## config.mk

```make
export PLATFORM = sky130hd
export DESIGN_NAME = prefetch_queue_flat
export DESIGN_NICKNAME = d
export VERILOG_FILES = /design/src/rtl/prefetch_queue_if.sv /design/src/rtl/prefetch_queue.sv /design/src/flat_wrapper.sv
export SDC_FILE = /design/constraint.sdc
export NUM_CORES = 1
export LEC_CHECK = 0
export BUFFER_PORTS_ARGS = -buffer_cell sky130_fd_sc_hd__buf_2
export CAP_MARGIN = 20
export CORE_AREA = 4 4 125 127
export DETAILED_ROUTE_END_ITERATION = 16
export DIE_AREA = 0 0 129 131
export PLACE_DENSITY = 0.79
export SYNTH_ARGS = -nofsm -noshare
export SYNTH_HDL_FRONTEND = slang
export SYNTH_SLANG_ARGS = --single-unit
```

## constraint.sdc

```tcl
create_clock -name clk -period 5.5 [get_ports clk]
set_input_delay 1.1 -clock clk [delete_from_list [all_inputs] [get_ports clk]]
set_output_delay 1.1 -clock clk [all_outputs]
set_load 0.05 [all_outputs]
```

## src/rtl/prefetch_queue_if.sv

```systemverilog
// Word-fetch handshake between the prefetch queue (master) and the bus unit (slave).
interface prefetch_queue_if;
    logic        fetch_req;
    logic [15:0] fetch_addr;
    logic        fetch_ack;
    logic [15:0] fetch_data;

    modport master (
        output fetch_req,
        output fetch_addr,
        input  fetch_ack,
        input  fetch_data
    );

    modport slave (
        input  fetch_req,
        input  fetch_addr,
        output fetch_ack,
        output fetch_data
    );
endinterface

```

## src/rtl/prefetch_queue.sv

```systemverilog
// Instruction prefetch queue: circular byte buffer fed by 16-bit word fetches,
// drained from the head by decode, with flush/redirect and stale-ack discard.
module prefetch_queue #(
    parameter int unsigned DEPTH = 6
) (
    input  logic        clk,
    input  logic        reset_n,
    input  logic        ce,
    input  logic        flush,
    input  logic [15:0] flush_ip,
    input  logic [2:0]  consume_len,
    prefetch_queue_if.master fetch,
    output logic [3:0]  q_len,
    output logic [7:0]  q0,
    output logic [7:0]  q1,
    output logic [7:0]  q2,
    output logic [15:0] ip
);

    localparam int unsigned PW = $clog2(DEPTH);
    typedef logic [PW-1:0] ptr_t;

    typedef enum logic [1:0] {
        ST_IDLE,
        ST_FETCH,
        ST_DROP
    } fetch_state_e;

    fetch_state_e state_q, state_d;
    logic [7:0]   mem_q [DEPTH];
    logic [7:0]   mem_d [DEPTH];
    ptr_t         head_q, head_d;
    ptr_t         tail_q, tail_d;
    logic [3:0]   len_q, len_d;
    logic [15:0]  ip_q, ip_d;
    logic [15:0]  fptr_q, fptr_d;
    logic [15:0]  addr_q, addr_d;

    logic [3:0]   take;
    logic [3:0]   len_after;
    logic [1:0]   push_n;

    function automatic ptr_t wrap_add(ptr_t p, logic [3:0] n);
        logic [4:0] s;
        s = 5'(p) + 5'(n);
        if (s >= 5'(DEPTH)) s = s - 5'(DEPTH);
        return ptr_t'(s);
    endfunction

    function automatic logic space_ok(logic [3:0] len);
        return (5'(DEPTH) - 5'(len)) >= 5'd2;
    endfunction

    always_ff @(posedge clk or negedge reset_n) begin
        if (!reset_n) begin
            state_q <= ST_IDLE;
            mem_q   <= '{default: '0};
            head_q  <= '0;
            tail_q  <= '0;
            len_q   <= '0;
            ip_q    <= '0;
            fptr_q  <= '0;
            addr_q  <= '0;
        end else begin
            state_q <= state_d;
            mem_q   <= mem_d;
            head_q  <= head_d;
            tail_q  <= tail_d;
            len_q   <= len_d;
            ip_q    <= ip_d;
            fptr_q  <= fptr_d;
            addr_q  <= addr_d;
        end
    end

    always_comb begin
        state_d   = state_q;
        mem_d     = mem_q;
        head_d    = head_q;
        tail_d    = tail_q;
        len_d     = len_q;
        ip_d      = ip_q;
        fptr_d    = fptr_q;
        addr_d    = addr_q;
        take      = '0;
        len_after = len_q;
        push_n    = '0;

        if (ce) begin
            if (flush) begin
                head_d = '0;
                tail_d = '0;
                len_d  = '0;
                ip_d   = flush_ip;
                fptr_d = flush_ip;
                // An unacked request keeps its old address; its data must be thrown away.
                if (state_q != ST_IDLE && !fetch.fetch_ack) state_d = ST_DROP;
                else                                       state_d = ST_IDLE;
            end else begin
                take      = ({1'b0, consume_len} > len_q) ? len_q : {1'b0, consume_len};
                head_d    = wrap_add(head_q, take);
                ip_d      = ip_q + 16'(take);
                len_after = len_q - take;

                if (state_q == ST_FETCH && fetch.fetch_ack) begin
                    if (addr_q[0]) begin
                        mem_d[tail_q] = fetch.fetch_data[15:8];
                        push_n        = 2'd1;
                    end else begin
                        mem_d[tail_q]                  = fetch.fetch_data[7:0];
                        mem_d[wrap_add(tail_q, 4'd1)]  = fetch.fetch_data[15:8];
                        push_n                         = 2'd2;
                    end
                end
                tail_d = wrap_add(tail_q, 4'(push_n));
                fptr_d = fptr_q + 16'(push_n);
                len_d  = len_after + 4'(push_n);

                // Idle raise uses the pre-edge length: it can only shrink until the ack.
                case (state_q)
                    ST_IDLE: begin
                        if (space_ok(len_q)) begin
                            state_d = ST_FETCH;
                            addr_d  = fptr_q;
                        end
                    end
                    ST_FETCH, ST_DROP: begin
                        if (fetch.fetch_ack) begin
                            if (space_ok(len_d)) begin
                                state_d = ST_FETCH;
                                addr_d  = fptr_d;
                            end else begin
                                state_d = ST_IDLE;
                            end
                        end
                    end
                    default: state_d = ST_IDLE;
                endcase
            end
        end
    end

    always_comb begin
        q0 = (len_q > 4'd0) ? mem_q[head_q]                 : '0;
        q1 = (len_q > 4'd1) ? mem_q[wrap_add(head_q, 4'd1)] : '0;
        q2 = (len_q > 4'd2) ? mem_q[wrap_add(head_q, 4'd2)] : '0;
    end

    assign q_len            = len_q;
    assign ip               = ip_q;
    assign fetch.fetch_req  = (state_q != ST_IDLE);
    assign fetch.fetch_addr = addr_q;

endmodule

```

## src/flat_wrapper.sv

```systemverilog
// flat-port wrapper written by rule: the top's interface ports become plain ports
module prefetch_queue_flat 
#(
    parameter int unsigned DEPTH = 6
)
  (clk, reset_n, ce, flush, flush_ip, consume_len, q_len, q0, q1, q2, ip, fetch_fetch_req, fetch_fetch_addr, fetch_fetch_ack, fetch_fetch_data);
  prefetch_queue_if fetch_i ();
  input  logic clk;
  input  logic reset_n;
  input  logic ce;
  input  logic flush;
  input  logic [15:0] flush_ip;
  input  logic [2:0] consume_len;
  output logic [3:0] q_len;
  output logic [7:0] q0;
  output logic [7:0] q1;
  output logic [7:0] q2;
  output logic [15:0] ip;
  output wire logic [$bits(fetch_i.fetch_req)-1:0] fetch_fetch_req;
  output wire logic [$bits(fetch_i.fetch_addr)-1:0] fetch_fetch_addr;
  input wire logic [$bits(fetch_i.fetch_ack)-1:0] fetch_fetch_ack;
  input wire logic [$bits(fetch_i.fetch_data)-1:0] fetch_fetch_data;
  assign fetch_fetch_req = fetch_i.fetch_req;
  assign fetch_fetch_addr = fetch_i.fetch_addr;
  assign fetch_i.fetch_ack = fetch_fetch_ack;
  assign fetch_i.fetch_data = fetch_fetch_data;
  prefetch_queue #(.DEPTH(DEPTH)) u_core (.clk(clk), .reset_n(reset_n), .ce(ce), .flush(flush), .flush_ip(flush_ip), .consume_len(consume_len), .fetch(fetch_i), .q_len(q_len), .q0(q0), .q1(q1), .q2(q2), .ip(ip));
endmodule
```

==> results.yml <==
drt:
  viasPerCell: 6.360
  wl_met2_mm: 10.18
  top_layer: "met4"
  via_count: 7181
  drt_iter0_drc: 701
  drt.antenna.violating_nets: 0
  drc: 0
  routedWlPerCell_um: 19.27
  wl_met1_mm: 9.460
  wirelength_mm: 21.76
  drt-pass1-iter-count: 5
  wl_met3_mm: 1.588
clock_tree:
  cts_setup_buffers: 0
  clk_latency_ns: 0.36
  cts_root_buf: "clkbuf_16"
  clock_path_buffers: 2
  cts_resized: 0
  clock-sinks: 108
  clkSlewWorstSetupHoldPaths_ns: 0.08
  cts-buffers-inserted: 9
  holdBufCountCts: 0
  cts_tree: "built"
  htreeDepth: 3
worst_hold_path:
  min_path_cells: 2
  hold_end: "u_core.mem_q[39]"
  hold_class: "reg -> reg"
  min_from: "u_core.mem_q[39]"
setup_path:
  ff2ff_path_depth: 15
  rr_startpoint: "u_core.q_len[1]"
  crit_required_ns: 5.74
  crit_slowest_cell: "fa_1"
  crit_family: "adder cells"
  path_cells: "buf_2, ha_1, a21o_1, a21oi_1, a311oi_1, mux2_2, fa_1, inv_1, fa_1, ha_1, a211oi_1, a21oi_1, and4bb_2, a21o_4, mux2_2"
  crit_type: "in -> reg"
  path_buf_inv: 2
  start_kind: "input port"
  r2r_slack_ns: 0.83
  cp.arrival_ns: 5.12
  crit_path_max_fanout: 14
  reg2reg_to: "u_core.fetch.fetch_addr[8]"
  worst_path_largest_cell_delay_ns: 0.55
  endpoint_kind: "register"
pwr:
  p_clk_share_pct: 13.1
  switching_share_pct: 52.01
  powerDensity_nw_per_um2: 588.5
  peakVddDrop_mv: 0.4537
  intPower_w: 0.002482
  p_leak_nw: 3.826
  power.switching_w: 0.002691
  pwr-share-comb_pct: 61.5
  seqPwrFrac_pct: 25.4
timing:
  setup_viol: 0
  finalHoldViolations: 0
  rsz0062_at_grt: "no"
  final_max_slew_viol_count: 0
  setup_tns_ns: 0
  fin_crit_ns: 4.878
  slew-limit-headroom_pct: 25.54
  worstMarginPinSlew_ns: 1.108
  fin_crit_sh_pct: 88.68
  fmax_mhz: 205.0
  fin_skew_ns: 0.007272
job:
  maxCapViolations: 0
floorplanning:
  die_y_um: 131
  boundaryPins: 101
  start_util_pct: 54.86
  rows: 44
  dieWidth_um: 129
  dieArea_um2: 16900
  coreArea_um2: 14420
outcome:
  run_status: "finished clean"
synth:
  synth_area_leaders: "dfrtp_1 34%, ha_1 5.9%, mux2_2 5.4%"
  avgSynthCellArea_um2: 9.074
  synth_top_cell_by_area: "dfrtp_1"
  ys.warnings.count: 0
  seq_area_frac_synth_pct: 34.16
  ys_types: 70
  synthArstFlopShare_pct: 100.0
  netlist_area_um2: 7913
  synth_fp_nets: 955
  synth_cells: 872
  synth_top_cell_area_share_pct: 34.16
  synth_edf_count: 0
  ys_ff_latch: 108
  yosys_most_used_dff: "dfrtp_1"
global_routing:
  grt_usage_pct: 25.83
  grt_first_pass_wirelength_mm: 34.82
  grt_max_degree: 82
  grt_pass1_vias: 6802
  antenna_found_initial: 0
  overflow: 0
layout:
  final_cell_mix: "107 x dfrtp_1, 99 x buf_2, 67 x nand2_1, 66 x nor2_1, 62 x a21oi_1"
  layout-drive-gt1-share_pct: 19.58
  nets: 1023
  final_cell_area_um2: 8790
  post-route-util_pct: 60.94
  antenna_cells: 0
  syn2layout_area_growth_pct: 11.08
  final_common_cell: "dfrtp_1"
placement:
  portBuffers: 100
  gp_congestion: 0.9365
  dp_hpwl_mm: 16.00
  placed_area_um2: 8481
-- flip-flops by register name, summed over array words and instances (netlist names) --
register / count
u_core.ip: 16
u_core.fptr_q: 16
u_core.q_len: 4
u_core.mem_q: 48
u_core.head_q: 3
u_core.state_q: 2
u_core.tail_q: 3
u_core.fetch.fetch_addr: 16
-- metrics by stage --
stage | setup WS [ns] | cells | total power [W] | hold WS [ns]
floorplan | 0.5114 | 872 | 0.003731 | 0.4652
global placement | 0.3393 | 1113 | 0.004416 | 0.4836
detailed placement | 0.2648 | 1113 | 0.004472 | 0.4901
CTS | 0.6273 | 1129 | 0.005161 | 0.5179
global route | 0.3765 | 1129 | 0.005511 | 0.5351
finish | 0.6224 | 1129 | 0.005173 | 0.5115
-- per-layer routing --
layer | vias up | global-route usage [%]
li1 | 3390 | -
met1 | 3442 | 35.70
met2 | 309 | 41.49
met3 | 40 | 5.244
met4 | 0 | 7.165
met5 | - | 0
-- worst reg2reg max path: stages, from the launching register on --
cell      delay, ns
dfrtp_1        0.43
inv_1          0.18
ha_1           0.34
a21o_1         0.12
a21oi_1        0.07
a311oi_1       0.33
mux2_2         0.45
fa_1           0.51
inv_1          0.07
fa_1           0.55
ha_1           0.25
a211oi_1       0.16
a21oi_1        0.06
and4bb_2       0.39
a21o_4         0.29
mux2_2         0.37
-- worst max-delay path by stage --
| stage | end | startpoint | slack [ns] | cells after the start |
|---|---|---|---|---|
| global route | u_core.fetch.fetch_addr[5] | consume_len[1] | 0.38 | 15 |
| CTS | u_core.fetch.fetch_addr[8] | consume_len[1] | 0.63 | 15 |
| global placement | u_core.fetch.fetch_addr[8] | consume_len[1] | 0.34 | 15 |
| floorplan | u_core.fetch.fetch_addr[10] | consume_len[1] | 0.51 | 15 |
| finish | u_core.fetch.fetch_addr[8] | consume_len[1] | 0.62 | 15 |
| detailed placement | u_core.fetch.fetch_addr[6] | consume_len[1] | 0.26 | 15 |
-- layout make-up --
| type | count | area, um2 |
|---|---|---|
| Clock buffer | 10 | 239.0 |
| Clock inverter | 6 | 70.07 |
| Fill cell | 1281 | 5634 |
| Inverter | 42 | 157.7 |
| Multi-Input combinational cell | 671 | 4826 |
| Sequential cell | 108 | 2704 |
| Tap cell | 184 | 230.2 |
| Timing Repair Buffer | 108 | 563.0 |
-- synthesized netlist by cell type, drive strengths merged (8+ instances only) --
cell type    n
buf         20
a21o        10
clkbuf      31
nor3        13
ha          37
maj3         8
inv         41
o22a         9
nor2        66
a22o        15
a221oi       8
xnor2       18
o22ai       17
o2bb2ai     32
a22oi       51
a211oi      12
dfrtp      108
nand3       25
nand2       68
mux2        47
mux2i       34
o21ai       62
a21oi       62
-- logic make-up after synthesis --
logic type      count (synthesis)  synth area share [%]
xor+xnor                       23                 2.546
fa+ha+maj                      51                 8.381
compound gates                307                 26.42
flops                         108                 34.16
simple gates                  208                 12.18
mux                            81                 11.42
other cells                     1               0.04739
buf+inv                        93                 4.854
-- power groups by stage --
stage | logic (W) | clock network (W) | registers, W
floorplan | 0.00219 | 0 | 0.00154
global placement | 0.00310 | 0 | 0.00131
detailed placement | 0.00315 | 0 | 0.00132
CTS | 0.00316 | 0.000687 | 0.00131
global route | 0.00344 | 0.000725 | 0.00135
finish | 0.00318 | 0.000676 | 0.00132
No activity file was read; power rests on OpenSTA's default activity.
